## src/rtl/doc_nut_if.sv

```systemverilog
// Button bundle between raw contacts and the debounced event outputs.
// The release pulse is called rel because release is a reserved word in SystemVerilog.
interface doc_nut_if #(
  parameter int N = 2
);
  logic [N-1:0] btn_raw;
  logic [N-1:0] level;
  logic [N-1:0] press;
  logic [N-1:0] rel;
  logic [N-1:0] long_press;
  logic         tick;

  modport master (output btn_raw, input level, press, rel, long_press, tick);
  modport slave  (input btn_raw, output level, press, rel, long_press, tick);
endinterface

```

## src/rtl/doc_nut.sv

```systemverilog
// doc_nut: N-bit button debouncer with press, release and long-press pulses.
// Hold counters and long_press are built only when DOC_NUT_LONG_EN is defined.
module doc_nut #(
  parameter int N        = 2,
  parameter int CLK_DIV  = 50000,
  parameter int DB_CNT   = 8,
  parameter int LONG_CNT = 1000
) (
  input logic      clk,
  input logic      rst_n,
  doc_nut_if.slave bus
);
  localparam int DIV_W = (CLK_DIV > 1) ? $clog2(CLK_DIV) : 1;
  localparam int DB_W  = $clog2(DB_CNT + 1);
  localparam logic [DIV_W-1:0] DIV_MAX = DIV_W'(CLK_DIV - 1);
  localparam logic [DIV_W-1:0] DIV_ONE = DIV_W'(1);
  localparam logic [DB_W-1:0]  DB_MAX  = DB_W'(DB_CNT);
  localparam logic [DB_W-1:0]  DB_ONE  = DB_W'(1);

  if (CLK_DIV < 1 || DB_CNT < 1 || LONG_CNT < 1) begin : g_bad_param
    $error("doc_nut: CLK_DIV, DB_CNT and LONG_CNT must be 1 or more");
  end

  typedef enum logic [1:0] {RELEASED, DB_PRESS, PRESSED, DB_RELEASE} state_t;

  logic [N-1:0]     sync_p0, sync_p1;
  logic [DIV_W-1:0] div_cnt;
  logic             tick_c;
  state_t           state_q [N];
  state_t           state_d [N];
  logic [DB_W-1:0]  cnt_q [N];
  logic [DB_W-1:0]  cnt_d [N];
  logic [N-1:0]     level_q, level_d, press_q, press_d, rel_q, rel_d;

  assign tick_c = (div_cnt == DIV_MAX);

  always_ff @(posedge clk or negedge rst_n) begin
    if (!rst_n) begin
      div_cnt <= '0;
      sync_p0 <= '0;
      sync_p1 <= '0;
    end else begin
      div_cnt <= tick_c ? '0 : div_cnt + DIV_ONE;
      sync_p0 <= bus.btn_raw;
      sync_p1 <= sync_p0;
    end
  end

  // Per-bit debounce FSM, advanced only on sample ticks
  always_comb begin
    for (int i = 0; i < N; i++) begin
      state_d[i] = state_q[i];
      cnt_d[i]   = cnt_q[i];
      if (tick_c) begin
        unique case (state_q[i])
          RELEASED: if (sync_p1[i]) begin
            if (DB_CNT == 1) state_d[i] = PRESSED;
            else begin
              state_d[i] = DB_PRESS;
              cnt_d[i]   = DB_ONE;
            end
          end
          DB_PRESS: if (!sync_p1[i]) begin
            state_d[i] = RELEASED;
            cnt_d[i]   = '0;
          end else if (cnt_q[i] + DB_ONE == DB_MAX) begin
            state_d[i] = PRESSED;
            cnt_d[i]   = '0;
          end else cnt_d[i] = cnt_q[i] + DB_ONE;
          PRESSED: if (!sync_p1[i]) begin
            if (DB_CNT == 1) state_d[i] = RELEASED;
            else begin
              state_d[i] = DB_RELEASE;
              cnt_d[i]   = DB_ONE;
            end
          end
          DB_RELEASE: if (sync_p1[i]) begin
            state_d[i] = PRESSED;
            cnt_d[i]   = '0;
          end else if (cnt_q[i] + DB_ONE == DB_MAX) begin
            state_d[i] = RELEASED;
            cnt_d[i]   = '0;
          end else cnt_d[i] = cnt_q[i] + DB_ONE;
        endcase
      end
      level_d[i] = (state_d[i] == PRESSED) || (state_d[i] == DB_RELEASE);
      press_d[i] = level_d[i] & ~level_q[i];
      rel_d[i]   = ~level_d[i] & level_q[i];
    end
  end

  always_ff @(posedge clk or negedge rst_n) begin
    if (!rst_n) begin
      for (int i = 0; i < N; i++) begin
        state_q[i] <= RELEASED;
        cnt_q[i]   <= '0;
      end
      level_q <= '0;
      press_q <= '0;
      rel_q   <= '0;
    end else begin
      for (int i = 0; i < N; i++) begin
        state_q[i] <= state_d[i];
        cnt_q[i]   <= cnt_d[i];
      end
      level_q <= level_d;
      press_q <= press_d;
      rel_q   <= rel_d;
    end
  end

  assign bus.level = level_q;
  assign bus.press = press_q;
  assign bus.rel   = rel_q;
  assign bus.tick  = tick_c & rst_n;

`ifdef DOC_NUT_LONG_EN
  localparam int HLD_W = $clog2(LONG_CNT + 1);
  localparam logic [HLD_W-1:0] HLD_MAX = HLD_W'(LONG_CNT);
  localparam logic [HLD_W-1:0] HLD_ONE = HLD_W'(1);

  logic [HLD_W-1:0] hold_q [N];
  logic [HLD_W-1:0] hold_d [N];
  logic [N-1:0]     long_q, long_d;

  // A fresh press restarts the hold; bounces back from DB_RELEASE keep it
  always_comb begin
    for (int i = 0; i < N; i++) begin
      hold_d[i] = hold_q[i];
      long_d[i] = 1'b0;
      if (press_d[i]) hold_d[i] = '0;
      else if (tick_c && level_q[i] && hold_q[i] != HLD_MAX) begin
        hold_d[i] = hold_q[i] + HLD_ONE;
        long_d[i] = (hold_q[i] + HLD_ONE == HLD_MAX);
      end
    end
  end

  always_ff @(posedge clk or negedge rst_n) begin
    if (!rst_n) begin
      for (int i = 0; i < N; i++) hold_q[i] <= '0;
      long_q <= '0;
    end else begin
      for (int i = 0; i < N; i++) hold_q[i] <= hold_d[i];
      long_q <= long_d;
    end
  end

  assign bus.long_press = long_q;
`else
  assign bus.long_press = '0;
`endif
endmodule

```

## src/flat_wrapper.sv

```systemverilog
// flat-port wrapper written by rule: the top's interface ports become plain ports
module doc_nut_flat 
#(
  parameter int N        = 2,
  parameter int CLK_DIV  = 50000,
  parameter int DB_CNT   = 8,
  parameter int LONG_CNT = 1000
)
  (clk, rst_n, bus_btn_raw, bus_level, bus_press, bus_rel, bus_long_press, bus_tick);
  doc_nut_if #(.N(N)) bus_i ();
  input logic clk;
  input logic rst_n;
  input wire logic [$bits(bus_i.btn_raw)-1:0] bus_btn_raw;
  output wire logic [$bits(bus_i.level)-1:0] bus_level;
  output wire logic [$bits(bus_i.press)-1:0] bus_press;
  output wire logic [$bits(bus_i.rel)-1:0] bus_rel;
  output wire logic [$bits(bus_i.long_press)-1:0] bus_long_press;
  output wire logic [$bits(bus_i.tick)-1:0] bus_tick;
  assign bus_i.btn_raw = bus_btn_raw;
  assign bus_level = bus_i.level;
  assign bus_press = bus_i.press;
  assign bus_rel = bus_i.rel;
  assign bus_long_press = bus_i.long_press;
  assign bus_tick = bus_i.tick;
  doc_nut #(.N(N), .CLK_DIV(CLK_DIV), .DB_CNT(DB_CNT), .LONG_CNT(LONG_CNT)) u_core (.clk(clk), .rst_n(rst_n), .bus(bus_i));
endmodule
```

## config.mk

```make
export PLATFORM = sky130hd
export DESIGN_NAME = doc_nut_flat
export DESIGN_NICKNAME = d
export VERILOG_FILES = /design/src/rtl/doc_nut_if.sv /design/src/rtl/doc_nut.sv /design/src/flat_wrapper.sv
export SDC_FILE = /design/constraint.sdc
export NUM_CORES = 1
export LEC_CHECK = 0
export BUFFER_PORTS_ARGS = -buffer_cell sky130_fd_sc_hd__buf_2
export CORE_MARGIN = 5
export CORE_UTILIZATION = 35
export CTS_CLUSTER_DIAMETER = 30
export DETAILED_ROUTE_END_ITERATION = 8
export MAX_ROUTING_LAYER = met4
export SETUP_SLACK_MARGIN = 0.05
export SLEW_MARGIN = 10
export SYNTH_ARGS = -nofsm -noshare
export SYNTH_HDL_FRONTEND = slang
export SYNTH_SLANG_ARGS = --single-unit
export TNS_END_PERCENT = 100
```

## constraint.sdc

```tcl
create_clock -name clk -period 1.8 [get_ports clk]
set_input_delay 0.36 -clock clk [delete_from_list [all_inputs] [get_ports clk]]
set_output_delay 0.36 -clock clk [all_outputs]
set_load 0.02 [all_outputs]
```

### Yosys cells after proc, flatten, opt, wreduce, memory -nomap -nowiden

Cells that the tools add are included.

* add/subtract/negate cells: 3
* equal/unequal tests: 17
* multiplexer cells: 29
* bitwise logic cells: 9
* reduce and logical (&&, ||, !) cells: 6

Operator list (number)
* 4-bit 2-to-1 mux: 10
* 4-bit one-hot mux with 4 select lines: 2
* 2-bit 2-to-1 mux: 14
* 16-bit by 1-bit adder with 16-bit output, second input constant: 1
* 16-bit == test, second input constant: 1
* 2-bit == test, second input constant: 8
* 16-bit 2-to-1 mux: 1
* 2-bit one-hot mux with 4 select lines: 2
* 4-bit by 1-bit adder with 4-bit output, second input constant: 2
* 4-bit == test, second input constant: 2
* 3-bit AND reduction: 2
* 1-bit AND: 5
* 2-bit by 1-bit == test with 1-bit output, second input constant: 2
* 2-bit zero test: 2
* 2-bit by 1-bit != test with 1-bit output, second input constant: 2
* 2-bit != test, second input constant: 2
* 1-bit inverter: 4
* 1-bit logical OR: 2

* flip-flop bits (word level): 38

### Logic depth before layout (Yosys ltp)

* word-level depth: 10
* gate-level depth with buffers: 8
* gate-level depth less buffers: 6

### Worst setup path after synthesis

Ideal clock, no wire load.

* path type: reg2out
* start point: reg u_core.div_cnt[0]
* end point: out bus_tick
* arrival: 1.519 ns
* slack: -0.079 ns
* stages on the path, launching flop included: 7
* cell sequence: dfrtp_1 ha_1 and3_1 and4_1 buf_6 buf_4 and2_1

* word-level cells in the longest chain between the ends: 2

RTL lines
* start: declaration: line doc_nut.sv:27 `logic [DIV_W-1:0] div_cnt;`
* start signal: assignment: line doc_nut.sv:43 `div_cnt <= tick_c ? '0 : div_cnt + DIV_ONE;`
* 16-bit == test: line doc_nut.sv:35 `assign tick_c = (div_cnt == DIV_MAX);`
* 1-bit AND: line doc_nut.sv:115 `assign bus.tick = tick_c & rst_n;`
* end: declaration: line flat_wrapper.sv:18 `output wire logic [$bits(bus_i.tick)-1:0] bus_tick;`

No other way between the ends.

### Worst setup path after layout

* start point: reg u_core.div_cnt[13]
* end point: out bus_tick

The elaborated chain is that of the path after synthesis.

==> impl_metrics.tcl <==
set metrics [dict create \
    dieWidth_um 81.6 \
    timing.critical_path.max_delay_family "simple AND/OR/NAND/NOR gates" \
    drt_pass1_iterations 4 \
    cts.sink_count 38 \
    synthMuxAreaShare_pct 2.02 \
    synthDistinctLibCells 35 \
    number_of_antenna_violations_at_the_first_check_in_global_routing 0 \
    detail_route.vias_per_cell 4.82 \
    synth_area_per_cell_um2 10.8 \
    syn_to_final_growth_pct 33.9 \
    insertion_delay_ns 0.29 \
    synth-adder-area-share_pct 3.49 \
    ys_async_sr_fraction_pct 100 \
    slowest_stage_delay_cp_ns 0.40 \
    detail_route.wirelength_um 3520 \
    synth_xor_xnor_area_share_pct 7.81 \
    cts-root-buf "clkbuf_8" \
    total_routing_usage_reported_by_global_routing_pct 12.8 \
    synth.ff_latch_count 38 \
    path_class "reg -> out" \
    design.final.nets 223 \
    report.final.hold_viol_count 0 \
    final.setup.worst_slack_ns -0.221 \
    core_area_mm2 0.00504 \
    number_of_global_route_vias_before_repair 1418 \
    crit_path_cell_trace "nor4bb_2, buf_4, and4_4, buf_6, and2_4, buf_6" \
    chipHeight_um 81.6 \
    fin_crit_sh_pct 112 \
    number_of_rows_in_the_core_area 26 \
    grt_setup_unrepaired "true" \
    ctsHoldBuffers 0 \
    maximum_number_of_pins_on_one_net_before_global_route_repair 39 \
    crit_path_start_kind "flip-flop" \
    drt_iter0_drc 84 \
    synth-main-ff-cell "dfrtp_1" \
    failing_checks "negative setup slack" \
    htree_num_levels 2 \
    place.detailed.hpwl_um 2280 \
    seq_area_frac_synth_pct 53.0 \
    power_leakage_nw 1.13 \
    critPathMaxFanout 2 \
    synth_warnings 0 \
    max-clock-path-buffers 2 \
    ant_nets 0 \
    num_vias 1375 \
    placement.io_buffers 10 \
    critPathArrivalTime_ns 1.66 \
    r2r_slack_ns -0.04 \
    outcome "complete, but fails checks" \
    timing.critical_path.mode_cell "buf_6" \
    upper_clock_frequency_limit_mhz 495 \
    holdCritPathClass "in -> async" \
    path_clk_slew_ns 0.08 \
    drv.max_cap_violation_count 0 \
    fin_tns_setup_ns -0.289 \
    synth_area_mm2 0.00179 \
    post_drt_wl_per_cell_um 12.4 \
    synth_edf_count 0 \
    endpoints_failing_setup 5 \
    main_combinational_cell_family_by_area_after_synthesis "simple AND/OR/NAND/NOR gates" \
    total_buffers_and_inverters_traversed_by_the_critical_path 3 \
    fin_crit_ns 2.02 \
    areal_power_density_over_the_cells_mw_per_mm2 628 \
    grt_overflow_total 0 \
    cts_inserted_buffers 5 \
    crit_slowest_cell "dfrtp_1" \
    vdd_ir_drop_max_mv 0.503 \
    wire_length_of_the_first_global_routing_pass_um 6360 \
    syn_inst 166 \
    insertedDiodeCount 0 \
    drcViolationCount 0 \
    gp_congestion 0.775 \
    floorplan.io_pins 13 \
    synth-simple-area-share_pct 19.0 \
    cts_tree "built" \
    setup.worst_path.end_class "output pin" \
    die_ar_mm2 0.00666 \
    final.setup_skew_ns 0.00806 \
    fraction_of_the_mapped_netlist_area_in_compound_gates_pct 10.5 \
    pre_cts_slack_ns -0.0238 \
    cp_data_required_time_ns 1.44 \
    slew_violations 0 \
    fraction_of_final_layout_cells_sized_beyond_drive_strength_1_pct 34.4 \
    initial_utilization_pct 35.6 \
]
## cells in the mapped netlist, types with 2 or more instances
| library cell | number | area share [%] |
|---|---|---|
| a21oi_1 | 7 | 2.0 |
| a22o_1 | 2 | 0.98 |
| ha_1 | 5 | 3.5 |
| mux2_2 | 2 | 1.3 |
| and2_1 | 4 | 1.4 |
| nand2_1 | 14 | 2.9 |
| a32o_1 | 2 | 1.1 |
| nand3_1 | 8 | 2.2 |
| nor4bb_1 | 2 | 1.1 |
| buf_6 | 2 | 1.3 |
| xor2_1 | 9 | 4.4 |
| nand4_1 | 10 | 3.5 |
| o21ai_0 | 8 | 2.2 |
| xnor2_1 | 7 | 3.4 |
| nor2_1 | 15 | 3.1 |
| buf_4 | 3 | 1.3 |
| dfrtp_1 | 38 | 53 |
| and4_1 | 2 | 0.98 |
| and3_1 | 4 | 1.4 |
| inv_1 | 7 | 1.5 |
## layout make-up
class	count	area, µm²
tap	70	87.6
fill	465	2640
timing repair buffer	45	365
multi-input combinational	117	877
inverter	7	26.3
clock buffer	6	82.6
clock inverter	2	12.5
sequential	38	951
## layer usage
metal	vias to the layer above	wire, µm	part of all wire [%]	GRT usage, %
li1	676	-	-	-
met1	676	1690	48	16.1
met2	19	1660	47	20.0
met3	4	135	3.8	3.95
met4	0	36	1.0	3.82
met5	-	0	0	-
## flip-flops by register name, summed over array words and instances, names as in the netlist
signal and cells:
u_core.state_q 4, u_core.bus.rel 2, u_core.div_cnt 16, u_core.sync_p0 2, u_core.bus.level 2, u_core.cnt_q 8, u_core.sync_p1 2, u_core.bus.press 2
## cells by family (layout without fill, tap and decap cells)
kind of cell / count (synthesis) / in the layout
AOI/OAI and AO/OA: 27 / 27
xor gates and xnor gates: 16 / 16
adders and majority gates: 5 / 5
buffers and inverters: 12 / 60
DFF: 38 / 38
muxes: 3 / 3
other: 1 / 2
and+or+nand+nor: 64 / 64
## cells in the final DEF, fill, tap and decap left out, types with 3 or more instances in the layout
master / synthesis / routed
and2_1: 4 / 3
buf_6: 2 / 10
nand2_1: 14 / 14
o21ai_1: 1 / 3
nor2_1: 15 / 15
a21oi_1: 7 / 5
xor2_1: 9 / 9
nand3_1: 8 / 6
clkbuf_8: 0 / 6
buf_2: 0 / 9
ha_1: 5 / 4
nand4_1: 10 / 10
o21ai_0: 8 / 3
dfrtp_1: 38 / 38
inv_1: 7 / 7
xnor2_1: 7 / 7
buf_4: 3 / 25
## report_power, final
group / internal [W] / total [W] / leakage (nW) / switching (W)
sequential: 0.000857 / 0.000860 / 0.507 / 0.00000285
clock: 0.000308 / 0.000619 / 0.0472 / 0.000311
combinational: 0.00000532 / 0.0000299 / 0.579 / 0.0000245
## worst paths after layout
path / start / endpoint / cells past startpoint
min: rst_n / u_core.div_cnt[0] / 2
max: u_core.div_cnt[13] / bus_tick / 6
max in group asynchronous: rst_n / u_core.div_cnt[12] / 2
min reg2reg: u_core.sync_p0[1] / u_core.sync_p1[1] / 0
max reg2reg: u_core.div_cnt[0] / u_core.cnt_q[2] / 10
min in group clk: bus_btn_raw[1] / u_core.sync_p0[1] / 1
## worst register-to-register path, cell delays in order (launching register included)
cell and delay, ns:
dfrtp_1 0.41, ha_4 0.17, and3_4 0.18, and4_4 0.17
buf_4 0.15, buf_6 0.13, buf_12 0.12, buf_6 0.11
nand3_2 0.05, o21ai_1 0.06, a22o_1 0.18
## per-stage QoR
stage                     cells  hold WS, ns  cell area (µm²)  util (%)  power (W)
final                       285        0.134             2400      47.6    0.00151
after floorplan             167       0.0644             1810         -   0.000887
after global placement      267        0.332             2090      41.5   0.000907
after detailed placement    267        0.336             2090      41.5   0.000907
after CTS                   285        0.157             2350      46.7    0.00153
after global routing        285        0.153             2400      47.6    0.00158
## what timing repair did
item | 4_1_cts | 5_1_grt
setup buffers | 12 | 1
setup endpoints to repair | 11 | 25
resized for setup | 27 | 8
pin swaps | 16 | 6
Note: power is estimated with default switching activity, not from simulation.
